File: src/rtl/pps_pfd_ctrl_pkg.sv
// Shared types and constants for the GPS/TSC 1PPS phase-frequency detector.
package pps_pfd_ctrl_pkg;

  localparam int unsigned CLKS_PER_SEC   = 100_000_000;
  localparam int unsigned CLKS_PER_SEC_2 = CLKS_PER_SEC / 2;

  // One-hot encoding; the four upper codes are spares that decode back to IDLE.
  typedef enum logic [10:0] {
    PFD_IDLE     = 11'b000_0000_0001,
    PFD_SYNC     = 11'b000_0000_0010,
    PFD_WAIT_TS  = 11'b000_0000_0100,
    PFD_WAIT_GPS = 11'b000_0000_1000,
    PFD_LEAD     = 11'b000_0001_0000,
    PFD_LAG      = 11'b000_0010_0000,
    PFD_TRIG     = 11'b000_0100_0000,
    PFD_SPARE7   = 11'b000_1000_0000,
    PFD_SPARE8   = 11'b001_0000_0000,
    PFD_SPARE9   = 11'b010_0000_0000,
    PFD_SPARE10  = 11'b100_0000_0000
  } pfd_t;

endpackage

File: src/rtl/pps_pfd_ctrl.sv
// GPS vs TSC 1PPS phase/frequency detector: aligns the TSC, measures phase error each second.
// Optional macro PFD_AUTO_RESYNC_EN: out-of-range phase or a timeout forces a TSC realign.
module pps_pfd_ctrl
  import pps_pfd_ctrl_pkg::*;
#(
  parameter int unsigned CLKS_PER_SEC = pps_pfd_ctrl_pkg::CLKS_PER_SEC,
  parameter int unsigned MAX_DIFF     = 1000
) (
  input  logic        clk,
  input  logic        rst_n,
  input  logic        gps_1pps_d,
  input  logic        tsc_1pps_d,
  input  logic        gps_3dfix_d,
  input  logic        pfd_resync,
  output logic        tsc_sync,
  output logic        pll_trig,
  output logic        pfd_status,
  output logic [31:0] pdiff_1pps,
  output logic [31:0] fdiff_1pps
);

  localparam logic [31:0] TIMEOUT  = 32'(CLKS_PER_SEC / 2);
  localparam logic [31:0] DIFF_LIM = 32'(MAX_DIFF);
`ifdef PFD_AUTO_RESYNC_EN
  localparam bit AUTO_RESYNC = 1'b1;
`else
  localparam bit AUTO_RESYNC = 1'b0;
`endif

  pfd_t        state_q, state_d;
  logic [31:0] diff_cnt_q, diff_cnt_d;
  logic        first_meas_q, first_meas_d;
  logic        tsc_sync_q, tsc_sync_d;
  logic        pll_trig_q, pll_trig_d;
  logic        pfd_status_q, pfd_status_d;
  logic [31:0] pdiff_q, pdiff_d;
  logic [31:0] fdiff_q, fdiff_d;

  logic        meas_done;
  logic [31:0] meas_val;
  logic [31:0] meas_mag;
  logic        status_clr;

  // FSM: the TRIG state's measurement work is done on the closing edge, so TRIG is the pll_trig cycle.
  always_comb begin
    state_d    = state_q;
    meas_done  = 1'b0;
    meas_val   = '0;
    meas_mag   = '0;
    status_clr = 1'b0;
    if (state_q != PFD_IDLE && !gps_3dfix_d) begin
      state_d    = PFD_IDLE;
      status_clr = 1'b1;
    end else if (pfd_resync && gps_3dfix_d) begin
      state_d    = PFD_SYNC;
      status_clr = 1'b1;
    end else begin
      unique case (state_q)
        PFD_IDLE:     if (gps_3dfix_d) state_d = PFD_SYNC;
        PFD_SYNC:     if (gps_1pps_d) state_d = PFD_WAIT_TS;
        PFD_WAIT_TS:  if (gps_1pps_d) state_d = PFD_WAIT_GPS;
        PFD_WAIT_GPS: begin
          if (tsc_1pps_d && gps_1pps_d) begin
            state_d   = PFD_TRIG;
            meas_done = 1'b1;
          end else if (tsc_1pps_d) begin
            state_d = PFD_LEAD;
          end else if (gps_1pps_d) begin
            state_d = PFD_LAG;
          end
        end
        PFD_LEAD: begin
          if (gps_1pps_d) begin
            state_d   = PFD_TRIG;
            meas_done = 1'b1;
            meas_val  = diff_cnt_q;
            meas_mag  = diff_cnt_q;
          end else if (diff_cnt_q >= TIMEOUT) begin
            state_d    = AUTO_RESYNC ? PFD_SYNC : PFD_WAIT_GPS;
            status_clr = 1'b1;
          end
        end
        PFD_LAG: begin
          if (tsc_1pps_d) begin
            state_d   = PFD_TRIG;
            meas_done = 1'b1;
            meas_val  = 32'd0 - diff_cnt_q;
            meas_mag  = diff_cnt_q;
          end else if (diff_cnt_q >= TIMEOUT) begin
            state_d    = AUTO_RESYNC ? PFD_SYNC : PFD_WAIT_GPS;
            status_clr = 1'b1;
          end
        end
        PFD_TRIG:     state_d = (AUTO_RESYNC && !pfd_status_q) ? PFD_SYNC : PFD_WAIT_GPS;
        default:      state_d = PFD_IDLE;
      endcase
    end
  end

  always_ff @(posedge clk or negedge rst_n) begin
    if (!rst_n) state_q <= PFD_IDLE;
    else        state_q <= state_d;
  end

  // Phase counter: starts at 1 on the opening pulse so the count equals the pulse separation.
  always_comb begin
    diff_cnt_d = '0;
    if (state_d == PFD_LEAD || state_d == PFD_LAG)
      diff_cnt_d = (state_q == PFD_WAIT_GPS) ? 32'd1 : diff_cnt_q + 32'd1;
  end

  always_ff @(posedge clk or negedge rst_n) begin
    if (!rst_n) diff_cnt_q <= '0;
    else        diff_cnt_q <= diff_cnt_d;
  end

  always_comb begin
    tsc_sync_d   = (state_d == PFD_SYNC);
    pll_trig_d   = meas_done;
    first_meas_d = (state_q == PFD_SYNC) ? 1'b1 : (meas_done ? 1'b0 : first_meas_q);
    pdiff_d      = meas_done ? meas_val : pdiff_q;
    fdiff_d      = fdiff_q;
    pfd_status_d = status_clr ? 1'b0 : pfd_status_q;
    if (meas_done) begin
      fdiff_d      = first_meas_q ? 32'd0 : meas_val - pdiff_q;
      pfd_status_d = (meas_mag <= DIFF_LIM);
    end
  end

  always_ff @(posedge clk or negedge rst_n) begin
    if (!rst_n) begin
      first_meas_q <= 1'b1;
      tsc_sync_q   <= 1'b0;
      pll_trig_q   <= 1'b0;
      pfd_status_q <= 1'b0;
      pdiff_q      <= '0;
      fdiff_q      <= '0;
    end else begin
      first_meas_q <= first_meas_d;
      tsc_sync_q   <= tsc_sync_d;
      pll_trig_q   <= pll_trig_d;
      pfd_status_q <= pfd_status_d;
      pdiff_q      <= pdiff_d;
      fdiff_q      <= fdiff_d;
    end
  end

  assign tsc_sync   = tsc_sync_q;
  assign pll_trig   = pll_trig_q;
  assign pfd_status = pfd_status_q;
  assign pdiff_1pps = pdiff_q;
  assign fdiff_1pps = fdiff_q;

endmodule

File: config.mk
export PLATFORM = sky130hd
export DESIGN_NAME = pps_pfd_ctrl
export DESIGN_NICKNAME = d
export VERILOG_FILES = /design/src/rtl/pps_pfd_ctrl_pkg.sv /design/src/rtl/pps_pfd_ctrl.sv
export SDC_FILE = /design/constraint.sdc
export NUM_CORES = 1
export LEC_CHECK = 0
export CORE_UTILIZATION = 50
export CTS_CLUSTER_DIAMETER = 120
export DETAILED_ROUTE_END_ITERATION = 8
export DONT_BUFFER_PORTS = 1
export PLACE_DENSITY = 0.8
export SYNTH_ARGS = -nofsm -noshare
export SYNTH_HDL_FRONTEND = slang
export SYNTH_SLANG_ARGS = --single-unit
File: constraint.sdc
create_clock -name clk -period 4.2 [get_ports clk]
set_input_delay 0.21 -clock clk [delete_from_list [all_inputs] [get_ports clk]]
set_output_delay 0.21 -clock clk [all_outputs]
set_load 0.05 [all_outputs]
==> summary.log, run 1 <==
[power] reported leakage power 4.36 nW
[cts] clk sinks 111
[job] max cap viols 0
[power] VDD IR max 0.213 mV
[placed_design] Placer Congestion 0.903
[worst_setup_path] category of the most critical setup path reg2reg
[yosys] synthesized cell area 7340 sq um
[worst_setup_path] critical register-to-register path startpoint diff_cnt_q[1]
[die] full die area 15200 sq um
[sta] endpoints failing setup 11
[sta] max-slew violation count 0
[yosys] area share of the leading cell type in the synthesized netlist 37.1%
[hold_path] class of the tightest hold or removal check in2reg
[yosys] flip-flop cell with the highest count after synthesis sky130_fd_sc_hd__dfrtp_1
[drt] mean number of vias per cell 6.08
[sta] tightest hold margin 0.0156 ns
[yosys] post-synthesis average cell area 8.36 sq um
[yosys] number of different library cells in the post-synthesis netlist 68
[outcome] result of the run finished with violations
[cts] Worst-path clk slew 0.07 ns
[drt] total wire length after detailed routing 21600 um
[die] DIE HEIGHT 123 um
[cts] Clock Tree Buf Depth 2
[die] number of primary I/O pins 73
[yosys] yosys warns 0
[sta] worst slew margin relative to its limit 45.4%
[cts] depth of the CTS H-tree 3
[global_routing] pin count of the biggest net entering global routing 112
[layout] antenna cells 0
[layout] most common cell after layout, fill and taps aside sky130_fd_sc_hd__buf_4
[placed_design] PortBufs 0
[yosys] cell count after synthesis 879
[sta] count of endpoints failing hold in the final timing report 0
[outcome] failing checks setup timing
[sta] Setup WS post-layout -0.240 ns
[hold_path] Endpoint, Worst Hold state_q[4]
[power] power density over the cells 220 nW/um^2
[sta] share of the cycle needed by the critical path after routing 106%
[sta] fmax 0.225 GHz
[layout] layout-stage area growth over the synthesis result 28.3%
[sta] worst-case clock skew 0.0107 ns
[die] number of rows in the core area 43
[yosys] count of state elements after synthesis 111
[cts] clock buffer count from CTS 9
[placed_design] hpwl dp 14500 um
[worst_setup_path] signal arrival time at the worst endpoint 4.75 ns
[global_routing] via count of the first global-routing pass 7042
[die] standard cell core area 14100 sq um
[yosys] cell type contributing the most total cell area after synthesis sky130_fd_sc_hd__dfrtp_1
[worst_setup_path] Worst Path Max Fanout 4
[sta] setup repair after global routing missed its margin yes
[yosys] Async SR Flop Fraction 100%
[layout] number of nets at the end of the flow 1054
[global_routing] global-route congestion overflow total 0
[worst_setup_path] worst reg2reg path endpoint fdiff_1pps[31]
[global_routing] total global routing track utilization 28.2%
[sta] Final min period 4.44 ns
[power] sum of internal, switching and leakage power 0.00207 W
[yosys] dominant cells by area after synthesis sky130_fd_sc_hd__dfrtp_1 37%, sky130_fd_sc_hd__ha_1 6.8%, sky130_fd_sc_hd__nor2_1 5.3%, sky130_fd_sc_hd__a21oi_1 4.1%, sky130_fd_sc_hd__nand2_1 4.0%
[layout] most frequent cells in the layout 152 x sky130_fd_sc_hd__buf_4, 108 x sky130_fd_sc_hd__dfrtp_1, 101 x sky130_fd_sc_hd__nor2_1
[drt] drt first-iter violations 862
[yosys] count of flip-flops with a built-in enable after synthesis 0
[cts] clock tree from TritonCTS built
[drt] routed via count 7248
[die] floorplan die width 123 um
[layout] fraction of final layout cells sized beyond drive strength 1 26.2%
[drt] drt wl/cell 18.1 um
[cts] buffer type at the clock tree root sky130_fd_sc_hd__clkbuf_16
[drt] DR pass1 iterations 5
[global_routing] global-route wire length before repair 33500 um
[cts] insertion delay to the later sink of the worst-skew pair 0.37 ns
[die] initial standard-cell utilization of the core 52.1%
[layout] non-filler instance count after layout 1192
[sta] Tightest Pin Transition 0.820 ns
[drt] count of antenna-violating nets left after detailed routing 0
[worst_setup_path] endpoint required time on the critical path 4.51 ns
[worst_setup_path] FF-to-FF setup slack -0.24 ns
[worst_setup_path] number of cells on the worst reg-to-reg path 15
[drt] DRC violation count after routing 0
[yosys] post-synthesis sequential area ratio 37.9%
[global_routing] antenna violations before repair 0
[placed_design] Cells after DPL 1153
[hold_path] WHS Path Cells 2
[hold_path] start point of the worst min-delay path tsc_1pps_d
[sta] sum of negative setup slack -0.888 ns
[worst_setup_path] type of element capturing the critical path flop
[worst_setup_path] Setup crit start kind flop
## worst max-delay path by stage
stage	startpoint	to	cells after the start
after floorplan	state_q[7]	fdiff_1pps[31]	16
after CTS	diff_cnt_q[1]	fdiff_1pps[31]	15
final	diff_cnt_q[1]	fdiff_1pps[31]	15
after global placement	diff_cnt_q[0]	fdiff_1pps[31]	19
after detailed placement	diff_cnt_q[0]	fdiff_1pps[31]	19
after global routing	diff_cnt_q[1]	fdiff_1pps[31]	17
## registers in the layout, indices dropped and copies added (netlist names)
signal / cells
pdiff_1pps: 32
state_q: 11
fdiff_1pps: 32
tsc_sync: 1
diff_cnt_q: 32
pll_trig: 1
pfd_status: 1
first_meas_q: 1
## critical path: stages, from the launching register on
cell                        delay [ns]
sky130_fd_sc_hd__dfrtp_1          0.40
sky130_fd_sc_hd__or4_4            0.57
sky130_fd_sc_hd__or4_4            0.47
sky130_fd_sc_hd__or3_4            0.44
sky130_fd_sc_hd__nor4_4           0.17
sky130_fd_sc_hd__nand2_1          0.10
sky130_fd_sc_hd__a311oi_2         0.27
sky130_fd_sc_hd__ha_1             0.30
sky130_fd_sc_hd__nand2_1          0.09
sky130_fd_sc_hd__o21ai_2          0.06
sky130_fd_sc_hd__or2_4            0.26
sky130_fd_sc_hd__o311ai_4         0.30
sky130_fd_sc_hd__nand2b_1         0.11
sky130_fd_sc_hd__a211o_1          0.32
sky130_fd_sc_hd__a2111oi_1        0.35
sky130_fd_sc_hd__or3b_1           0.16
## cell families (layout without fill, tap and decap cells)
family,after synthesis,after routing,synth area share [%]
AOI/OAI and AO/OA,231,231,20.5
xor gates and xnor gates,52,52,6.20
adders and majority gates,41,41,7.09
buffers and inverters,104,228,5.49
DFF,111,111,37.9
muxes,2,2,0.273
other,1,10,0.0511
and+or+nand+nor,337,337,22.5
## Yosys cell counts, types with 8 or more instances
master and instances:
sky130_fd_sc_hd__a211oi_1 8, sky130_fd_sc_hd__a21o_1 25, sky130_fd_sc_hd__a21oi_1 60, sky130_fd_sc_hd__and3_1 10, sky130_fd_sc_hd__clkbuf_1 43, sky130_fd_sc_hd__dfrtp_1 109, sky130_fd_sc_hd__ha_1 40, sky130_fd_sc_hd__inv_1 50
sky130_fd_sc_hd__nand2_1 78, sky130_fd_sc_hd__nand2b_1 11, sky130_fd_sc_hd__nand3_1 35, sky130_fd_sc_hd__nand4_1 10, sky130_fd_sc_hd__nor2_1 104, sky130_fd_sc_hd__nor3_1 23, sky130_fd_sc_hd__o21ai_0 40, sky130_fd_sc_hd__o22ai_1 18
sky130_fd_sc_hd__o31ai_1 17, sky130_fd_sc_hd__or3_1 17, sky130_fd_sc_hd__xnor2_1 28, sky130_fd_sc_hd__xor2_1 24
## area by class of cell
type,count,area (sq um)
fill,1007,4670
clock buffer,13,270
timing repair buffer,161,1250
clock inverter,3,40.0
multi-input combinational,673,4670
sequential,111,2780
inverter,51,191
tap,180,225
## power breakdown
part           internal (W)  total [W]  switching [W]
sequential          0.00108    0.00110      0.0000187
clock              0.000510   0.000914       0.000404
combinational     0.0000217  0.0000592      0.0000375
## through the flow
step / setup slack [ns] / utilization [%] / instance area [sq um]
floorplan: -0.0933 / - / 7450
global placement: -0.227 / 60.3 / 8500
detailed placement: -0.274 / 60.3 / 8500
CTS: -0.210 / 64.2 / 9050
global route: -0.355 / 66.9 / 9430
finish: -0.240 / 66.9 / 9430
## layer usage
layer	wire [um]	global-route usage, %
met2	10500	48.7
met1	8740	34.3
met5	0	0
met3	1430	4.80
met4	961	12.7
## repair_timing
item	in CTS	in global routing
resized for setup	30	64
buffers inserted	10	8
cloned	0	1
endpoints found under the setup margin	13	18
pin swaps	15	25
hold buffers	5	0
endpoints found under the hold margin	114	0
No activity file was read; power rests on OpenSTA's default activity.
==> inputs of run 2 (changes only) <==
--- a/config.mk
+++ b/config.mk
@@ -5,11 +5,12 @@
 export SDC_FILE = /design/constraint.sdc
 export NUM_CORES = 1
 export LEC_CHECK = 0
-export CORE_UTILIZATION = 50
+export CORE_UTILIZATION = 53
 export CTS_CLUSTER_DIAMETER = 120
 export DETAILED_ROUTE_END_ITERATION = 8
 export DONT_BUFFER_PORTS = 1
-export PLACE_DENSITY = 0.8
+export PLACE_DENSITY = 0.83
+export SETUP_SLACK_MARGIN = 0.5
 export SYNTH_ARGS = -nofsm -noshare
 export SYNTH_HDL_FRONTEND = slang
 export SYNTH_SLANG_ARGS = --single-unit
==> summary.log, run 2 (synthesis results as in run 1) <==
[placed_design] Placer Congestion 0.914 [was 0.903]
[sta] Tightest Pin Transition 0.961 ns [was 0.820 ns]
[sta] max-slew violation count 0 [unchanged]
[drt] drt wl/cell 26.2 um [was 18.1 um]
[worst_setup_path] endpoint required time on the critical path 4.44 ns [was 4.51 ns]
[die] standard cell core area 13400 sq um [was 14100 sq um]
[global_routing] global-route congestion overflow total 0 [unchanged]
[placed_design] cell area reported after detailed placement 8240 sq um [was 8500 sq um]
[placed_design] PortBufs 0 [unchanged]
[cts] depth of the CTS H-tree 3 [unchanged]
[power] combinational share of power 3.3% [was 2.9%]
[cts] Worst-path clk slew 0.08 ns [was 0.07 ns]
[die] number of primary I/O pins 73 [unchanged]
[power] switching fraction of total power 23.6% [was 22.2%]
[sta] share of the cycle needed by the critical path after routing 119% [was 106%]
[global_routing] global-route wire length before repair 40200 um [was 33500 um]
[die] full die area 14300 sq um [was 15200 sq um]
[hold_path] class of the tightest hold or removal check in2reg [unchanged]
[power] reported leakage power 4.33 nW [was 4.36 nW]
[power] sum of internal, switching and leakage power 0.00214 W [was 0.00207 W]
[power] power density over the cells 217 nW/um^2 [was 220 nW/um^2]
[layout] number of nets at the end of the flow 1034 [was 1054]
[die] floorplan die width 120 um [was 123 um]
[cts] insertion delay to the later sink of the worst-skew pair 0.36 ns [was 0.37 ns]
[global_routing] total global routing track utilization 35.5% [was 28.2%]
[worst_setup_path] cell occurring most often along the worst timing path sky130_fd_sc_hd__buf_4
[layout] post-route core utilization 73.5% [was 66.9%]
[worst_setup_path] signal arrival time at the worst endpoint 5.25 ns [was 4.75 ns]
[die] number of rows in the core area 42 [was 43]
[drt] mean number of vias per cell 7.31 [was 6.08]
[worst_setup_path] sequence of cells on the critical path buf_4 > inv_1 > ha_1 > nor3b_4 > nand4_1 > buf_4 > or4_1 > a311oi_2 > ha_1 > a21oi_2 > o21ai_1 > or2_4 > o311ai_4 > nand2b_1 > buf_4 > buf_6 > a211oi_4 > xor2_1 > o31ai_1 [was or4_4 > or4_4 > or3_4 > nor4_4 > nand2_1 > a311oi_2 > ha_1 > nand2_1 > o21ai_2 > or2_4 > o311ai_4 > nand2b_1 > a211o_1 > a2111oi_1 > or3b_1]
[cts] clock buffer count from CTS 9 [unchanged]
[layout] fraction of final layout cells sized beyond drive strength 1 29.9% [was 26.2%]
[job] max cap viols 0 [unchanged]
[cts] clock tree from TritonCTS built [unchanged]
[worst_setup_path] Critical Path Slowest Stage Cell sky130_fd_sc_hd__or4_1 [was sky130_fd_sc_hd__or4_4]
[power] Net Sw Power 0.000504 W [was 0.000460 W]
[die] DIE HEIGHT 120 um [was 123 um]
[layout] most common cell after layout, fill and taps aside sky130_fd_sc_hd__buf_4 [unchanged]
[global_routing] via count of the first global-routing pass 7690 [was 7042]
[sta] worst slew margin relative to its limit 35.9% [was 45.4%]
[sta] count of endpoints failing hold in the final timing report 0 [unchanged]
[drt] total wire length after detailed routing 30600 um [was 21600 um]
[worst_setup_path] Worst Path Max Fanout 6 [was 4]
[drt] drt first-iter violations 1936 [was 862]
[global_routing] pin count of the biggest net entering global routing 112 [unchanged]
[outcome] failing checks DRC, setup timing [was setup timing]
[sta] Setup WS post-layout -0.810 ns [was -0.240 ns]
[worst_setup_path] Setup crit start kind flop [unchanged]
[outcome] result of the run finished with violations [unchanged]
[cts] Clock Tree Buf Depth 2 [unchanged]
[worst_setup_path] type of element capturing the critical path flop [unchanged]
[power] internal power component 0.00163 W [was 0.00161 W]
[cts] buffer type at the clock tree root sky130_fd_sc_hd__clkbuf_16 [unchanged]
[layout] most frequent cells in the layout 115 x sky130_fd_sc_hd__buf_4, 108 x sky130_fd_sc_hd__dfrtp_1, 94 x sky130_fd_sc_hd__nor2_1 [was 152 x sky130_fd_sc_hd__buf_4, 108 x sky130_fd_sc_hd__dfrtp_1, 101 x sky130_fd_sc_hd__nor2_1]
[layout] antenna cells 0 [unchanged]
[sta] setup repair after global routing missed its margin yes [unchanged]
[sta] Final min period 5.01 ns [was 4.44 ns]
[power] sequential fraction of design power 51.5% [was 53.0%]
[worst_setup_path] max incr delay on CP 0.44 ns [was 0.57 ns]
[sta] worst-case clock skew 0.0116 ns [was 0.0107 ns]
[die] initial standard-cell utilization of the core 54.8% [was 52.1%]
[sta] fmax 0.200 GHz [was 0.225 GHz]
[drt] routed via count 8543 [was 7248]
[power] VDD IR max 0.182 mV [was 0.213 mV]
[global_routing] antenna violations before repair 3 [was 0]
[drt] count of antenna-violating nets left after detailed routing 0 [unchanged]
[drt] DRC violation count after routing 6 [was 0]
[layout] layout-stage area growth over the synthesis result 34.1% [was 28.3%]
[worst_setup_path] category of the most critical setup path reg2reg [unchanged]
[drt] DR pass1 iterations 9 [was 5]
[sta] endpoints failing setup 19 [was 11]
[layout] final instance area 9850 sq um [was 9430 sq um]
[layout] count of fill cells added during filler insertion 688 [was 1007]
[power] clock share of power 45.3% [was 44.2%]
[cts] clk sinks 111 [unchanged]
[placed_design] hpwl dp 14300 um [was 14500 um]
[run 2: cell types whose count changed in the layout (fill, tap and decap cells not counted), moves of 4 or more]
| cell | change |
|---|---|
| sky130_fd_sc_hd__o21ai_1 | +4 |
| sky130_fd_sc_hd__nand2_1 | -4 |
| sky130_fd_sc_hd__o21ai_0 | -9 |
| sky130_fd_sc_hd__a21oi_1 | -9 |
| sky130_fd_sc_hd__ha_4 | +5 |
| sky130_fd_sc_hd__nor2_2 | +5 |
| sky130_fd_sc_hd__buf_6 | +16 |
| sky130_fd_sc_hd__a21oi_4 | +7 |
| sky130_fd_sc_hd__nor2_1 | -7 |
| sky130_fd_sc_hd__buf_4 | -37 |
| sky130_fd_sc_hd__ha_1 | -6 |
[run 2: final cells by class]
cell class / instances / area [sq um] / share of cell area, %
multi-input cells: 673 / 5150 / 52.3
clock buffers: 9 / 225 / 2.29
flip-flops and latches: 111 / 2780 / 28.2
repair buffers: 141 / 1180 / 12.0
inverters: 51 / 191 / 1.94
clock inverters: 7 / 103 / 1.04
well taps: 176 / 220 / 2.24
[run 2: power groups by stage]
stage | clock network (W) | logic (W) | registers [W]
after floorplan | 0 | 0.0000305 | 0.00111
after global placement | 0 | 0.0000299 | 0.00112
after detailed placement | 0 | 0.0000308 | 0.00112
after CTS | 0.000959 | 0.0000611 | 0.00110
after global routing | 0.00100 | 0.0000749 | 0.00110
final | 0.000967 | 0.0000699 | 0.00110
[run 2: routing by layer]
metal | GRT usage, % | wire length [um] | vias to the layer above
met3 | 9.98 | 4410 | 351
li1 | - | - | 3321
met1 | 42.9 | 9900 | 3923
met4 | 19.7 | 3190 | 2
met2 | 57.1 | 13100 | 946
met5 | 0 | 13 | -
[run 2: per-stage QoR]
stage	setup slack, ns	instances	TNS [ns]	hold slack, ns
after floorplan	-0.0833	888	-0.0833	-0.0856
after global placement	-0.0631	1104	-0.0772	-0.0831
after detailed placement	-0.176	1104	-0.431	-0.0833
after CTS	-0.177	1151	-0.358	0.0188
after global routing	-0.970	1168	-8.75	0.0267
final	-0.810	1168	-6.97	0.0212
[run 2: worst max-delay path, delay by kind of cell (launching register included)]
kind	cells	cell delay [ns]
compound gates	6	1.73
xor+xnor	1	0.15
fa+ha+maj	2	0.53
buf+inv	5	0.77
flops	1	0.39
simple gates	5	1.33
[run 2: path summary, 6_finish.rpt]
path	startpoint	endpoint	slack, ns	cells after the start
worst max-delay path	diff_cnt_q[0]	fdiff_1pps[27]	-0.81	19
worst min-delay path	tsc_1pps_d	state_q[4]	0.02	2
worst max register to register	diff_cnt_q[0]	fdiff_1pps[27]	-0.81	19
worst min register to register	diff_cnt_q[25]	diff_cnt_q[25]	0.60	2
max in group asynchronous	rst_n	state_q[2]	3.19	2
min in group asynchronous	rst_n	pdiff_1pps[28]	0.48	2
[run 2: what timing repair did]
| item | in CTS | in global routing |
|---|---|---|
| pin swaps | 55 | 40 |
| endpoints found under the hold margin | 114 | 0 |
| setup buffers | 26 | 17 |
| hold buffers | 5 | 0 |
| setup endpoints to repair | 20 | 23 |
| gates resized for setup | 112 | 72 |
==> inputs of run 3 (changes only) <==
--- a/config.mk
+++ b/config.mk
@@ -10,7 +10,7 @@
 export DETAILED_ROUTE_END_ITERATION = 8
 export DONT_BUFFER_PORTS = 1
 export PLACE_DENSITY = 0.83
-export SETUP_SLACK_MARGIN = 0.5
+export SETUP_SLACK_MARGIN = 0.15
 export SYNTH_ARGS = -nofsm -noshare
 export SYNTH_HDL_FRONTEND = slang
 export SYNTH_SLANG_ARGS = --single-unit
==> summary.log, run 3 (synthesis results as in run 1) <==
[cts] buffer type at the clock tree root sky130_fd_sc_hd__clkbuf_16 [unchanged]
[sta] sum of negative setup slack -2.03 ns [was -6.97 ns]
[sta] worst-case clock skew 0.0119 ns [was 0.0116 ns]
[cts] depth of the CTS H-tree 3 [unchanged]
[layout] count of fill cells added during filler insertion 776 [was 688]
[global_routing] global-route wire length before repair 36200 um [was 40200 um]
[global_routing] global-route congestion overflow total 0 [unchanged]
[hold_path] class of the tightest hold or removal check in2reg [unchanged]
[power] reported leakage power 4.43 nW [was 4.33 nW]
[placed_design] Placer Congestion 0.939 [was 0.914]
[power] combinational share of power 3.0% [was 3.3%]
[layout] fraction of final layout cells sized beyond drive strength 1 28.7% [was 29.9%]
[sta] setup repair after global routing missed its margin yes [unchanged]
[drt] DRC violation count after routing 0 [was 6]
[outcome] failing checks setup timing [was DRC, setup timing]
[power] power density over the cells 220 nW/um^2 [was 217 nW/um^2]
[sta] Setup WS post-layout -0.576 ns [was -0.810 ns]
[die] standard cell core area 13400 sq um [unchanged]
[cts] clock buffer count from CTS 9 [unchanged]
[outcome] result of the run finished with violations [unchanged]
[placed_design] PortBufs 0 [unchanged]
[layout] post-route core utilization 71.9% [was 73.5%]
[layout] area taken by multi-input logic gates 4820 sq um [was 5150 sq um]
[die] DIE HEIGHT 120 um [unchanged]
[placed_design] worst setup slack after placement -0.214 ns [was -0.176 ns]
[layout] most common cell after layout, fill and taps aside sky130_fd_sc_hd__buf_4 [unchanged]
[sta] worst slew margin relative to its limit 42.9% [was 35.9%]
[cts] insertion delay to the later sink of the worst-skew pair 0.37 ns [was 0.36 ns]
[sta] count of endpoints failing hold in the final timing report 0 [unchanged]
[drt] total wire length after detailed routing 25900 um [was 30600 um]
[power] switching fraction of total power 23.2% [was 23.6%]
[layout] sequential cell area in the final layout 2780 sq um [about the same]
[cts] clock tree from TritonCTS built [unchanged]
[worst_setup_path] FF-to-FF setup slack -0.58 ns [was -0.81 ns]
[die] number of primary I/O pins 73 [unchanged]
[worst_setup_path] signal arrival time at the worst endpoint 5.08 ns [was 5.25 ns]
[layout] most frequent cells in the layout 152 x sky130_fd_sc_hd__buf_4, 107 x sky130_fd_sc_hd__dfrtp_1, 99 x sky130_fd_sc_hd__nor2_1 [was 115 x sky130_fd_sc_hd__buf_4, 108 x sky130_fd_sc_hd__dfrtp_1, 94 x sky130_fd_sc_hd__nor2_1]
[sta] Final min period 4.78 ns [was 5.01 ns]
[sta] endpoints failing setup 9 [was 19]
[die] full die area 14300 sq um [unchanged]
[sta] Tightest Pin Transition 0.857 ns [was 0.961 ns]
[power] clock share of power 45.3% [about the same]
[sta] share of the cycle needed by the critical path after routing 114% [was 119%]
[sta] fmax 0.209 GHz [was 0.200 GHz]
[job] max cap viols 0 [unchanged]
[sta] max-slew violation count 0 [unchanged]
[global_routing] pin count of the biggest net entering global routing 112 [unchanged]
[die] floorplan die width 120 um [unchanged]
[worst_setup_path] Worst Path Max Fanout 4 [was 6]
[power] internal power component 0.00163 W [about the same]
[die] number of rows in the core area 42 [unchanged]
[drt] drt wl/cell 21.8 um [was 26.2 um]
[drt] mean number of vias per cell 6.66 [was 7.31]
[power] VDD IR max 0.186 mV [was 0.182 mV]
[layout] number of nets at the end of the flow 1058 [was 1034]
[drt] DR pass1 iterations 6 [was 9]
[worst_setup_path] type of element capturing the critical path flop [unchanged]
[drt] drt first-iter violations 1157 [was 1936]
[layout] antenna cells 0 [unchanged]
[layout] layout-stage area growth over the synthesis result 31.2% [was 34.1%]
[global_routing] total global routing track utilization 32.0% [was 35.5%]
[cts] clk sinks 111 [unchanged]
[placed_design] hpwl dp 14800 um [was 14300 um]
[power] Net Sw Power 0.000492 W [was 0.000504 W]
[cts] Worst-path clk slew 0.07 ns [was 0.08 ns]
[drt] count of antenna-violating nets left after detailed routing 0 [unchanged]
[die] initial standard-cell utilization of the core 54.8% [unchanged]
[global_routing] via count of the first global-routing pass 7193 [was 7690]
[power] sum of internal, switching and leakage power 0.00212 W [was 0.00214 W]
[power] sequential fraction of design power 51.7% [was 51.5%]
[cts] Clock Tree Buf Depth 2 [unchanged]
[global_routing] antenna violations before repair 0 [was 3]
[drt] routed via count 7935 [was 8543]
[worst_setup_path] Setup crit start kind flop [unchanged]
[worst_setup_path] category of the most critical setup path reg2reg [unchanged]
[worst_setup_path] endpoint required time on the critical path 4.50 ns [was 4.44 ns]
## run 3: cell count changes in the layout (fill, tap and decap cells not counted), moves of 5 or more
cell,before,now
sky130_fd_sc_hd__buf_6,19,8
sky130_fd_sc_hd__buf_4,115,152
sky130_fd_sc_hd__nor2_1,94,99
sky130_fd_sc_hd__a21oi_4,9,2
sky130_fd_sc_hd__ha_4,10,4
sky130_fd_sc_hd__ha_1,28,36
## run 3: metal layers
layer	global-route usage (%)	wire length, um	vias to the layer above
met5	0	0	-
met4	18.1	1810	0
met3	4.75	2410	167
met2	53.6	12100	582
met1	39.4	9590	3824
li1	-	-	3362
## run 3: timing repair
| item | in CTS | in global routing |
|---|---|---|
| gates resized for setup | 71 | 66 |
| setup endpoints to repair | 17 | 20 |
| cloned | 0 | 1 |
| pin swaps | 58 | 44 |
| setup buffers | 20 | 13 |
| hold buffers | 5 | 0 |
| hold endpoints to repair | 114 | 0 |
## run 3: layout make-up
cell class	instances	area share (%)
inverter	51	1.99
multi-input combinational	673	50.0
tap	176	2.28
sequential	111	28.9
clock inverter	7	1.06
clock buffer	9	2.34
timing repair buffer	165	13.5
## run 3: path summary, 6_finish.rpt
check / start / to / cells past startpoint
max: diff_cnt_q[1] / fdiff_1pps[31] / 16
min: tsc_1pps_d / state_q[4] / 2
max reg2reg: diff_cnt_q[1] / fdiff_1pps[31] / 16
min reg2reg: diff_cnt_q[25] / diff_cnt_q[25] / 2
max in group asynchronous: rst_n / state_q[2] / 2
min in group asynchronous: rst_n / pll_trig / 2
## run 3: worst max-delay path, cell delays in order, from the launching register on
cell                        delay, ns
sky130_fd_sc_hd__dfrtp_1         0.39
sky130_fd_sc_hd__or4_4           0.54
sky130_fd_sc_hd__or4_4           0.46
sky130_fd_sc_hd__or3_4           0.43
sky130_fd_sc_hd__buf_4           0.15
sky130_fd_sc_hd__buf_6           0.11
sky130_fd_sc_hd__or2_1           0.26
sky130_fd_sc_hd__nor2_1          0.09
sky130_fd_sc_hd__o21ai_0         0.13
sky130_fd_sc_hd__a21oi_1         0.38
sky130_fd_sc_hd__ha_1            0.33
sky130_fd_sc_hd__a21o_1          0.16
sky130_fd_sc_hd__a21o_1          0.29
sky130_fd_sc_hd__a21oi_1         0.35
sky130_fd_sc_hd__nor2_1          0.13
sky130_fd_sc_hd__a2111oi_2       0.36
sky130_fd_sc_hd__or3b_1          0.15
## run 3: per-stage QoR
step	hold WS [ns]	instances	cell area, sq um
after floorplan	-0.0856	888	7450
after global placement	-0.0829	1137	8400
after detailed placement	-0.0831	1137	8400
after CTS	0.00424	1178	9240
after global routing	0.00641	1192	9640
final	0.0180	1192	9640
## run 3: power groups by stage
stage	clock network [W]	registers, W	logic [W]
after floorplan	0	0.00111	0.0000300
after global placement	0	0.00112	0.0000300
after detailed placement	0	0.00112	0.0000307
after CTS	0.000960	0.00110	0.0000598
after global routing	0.00101	0.00110	0.0000717
final	0.000962	0.00110	0.0000640
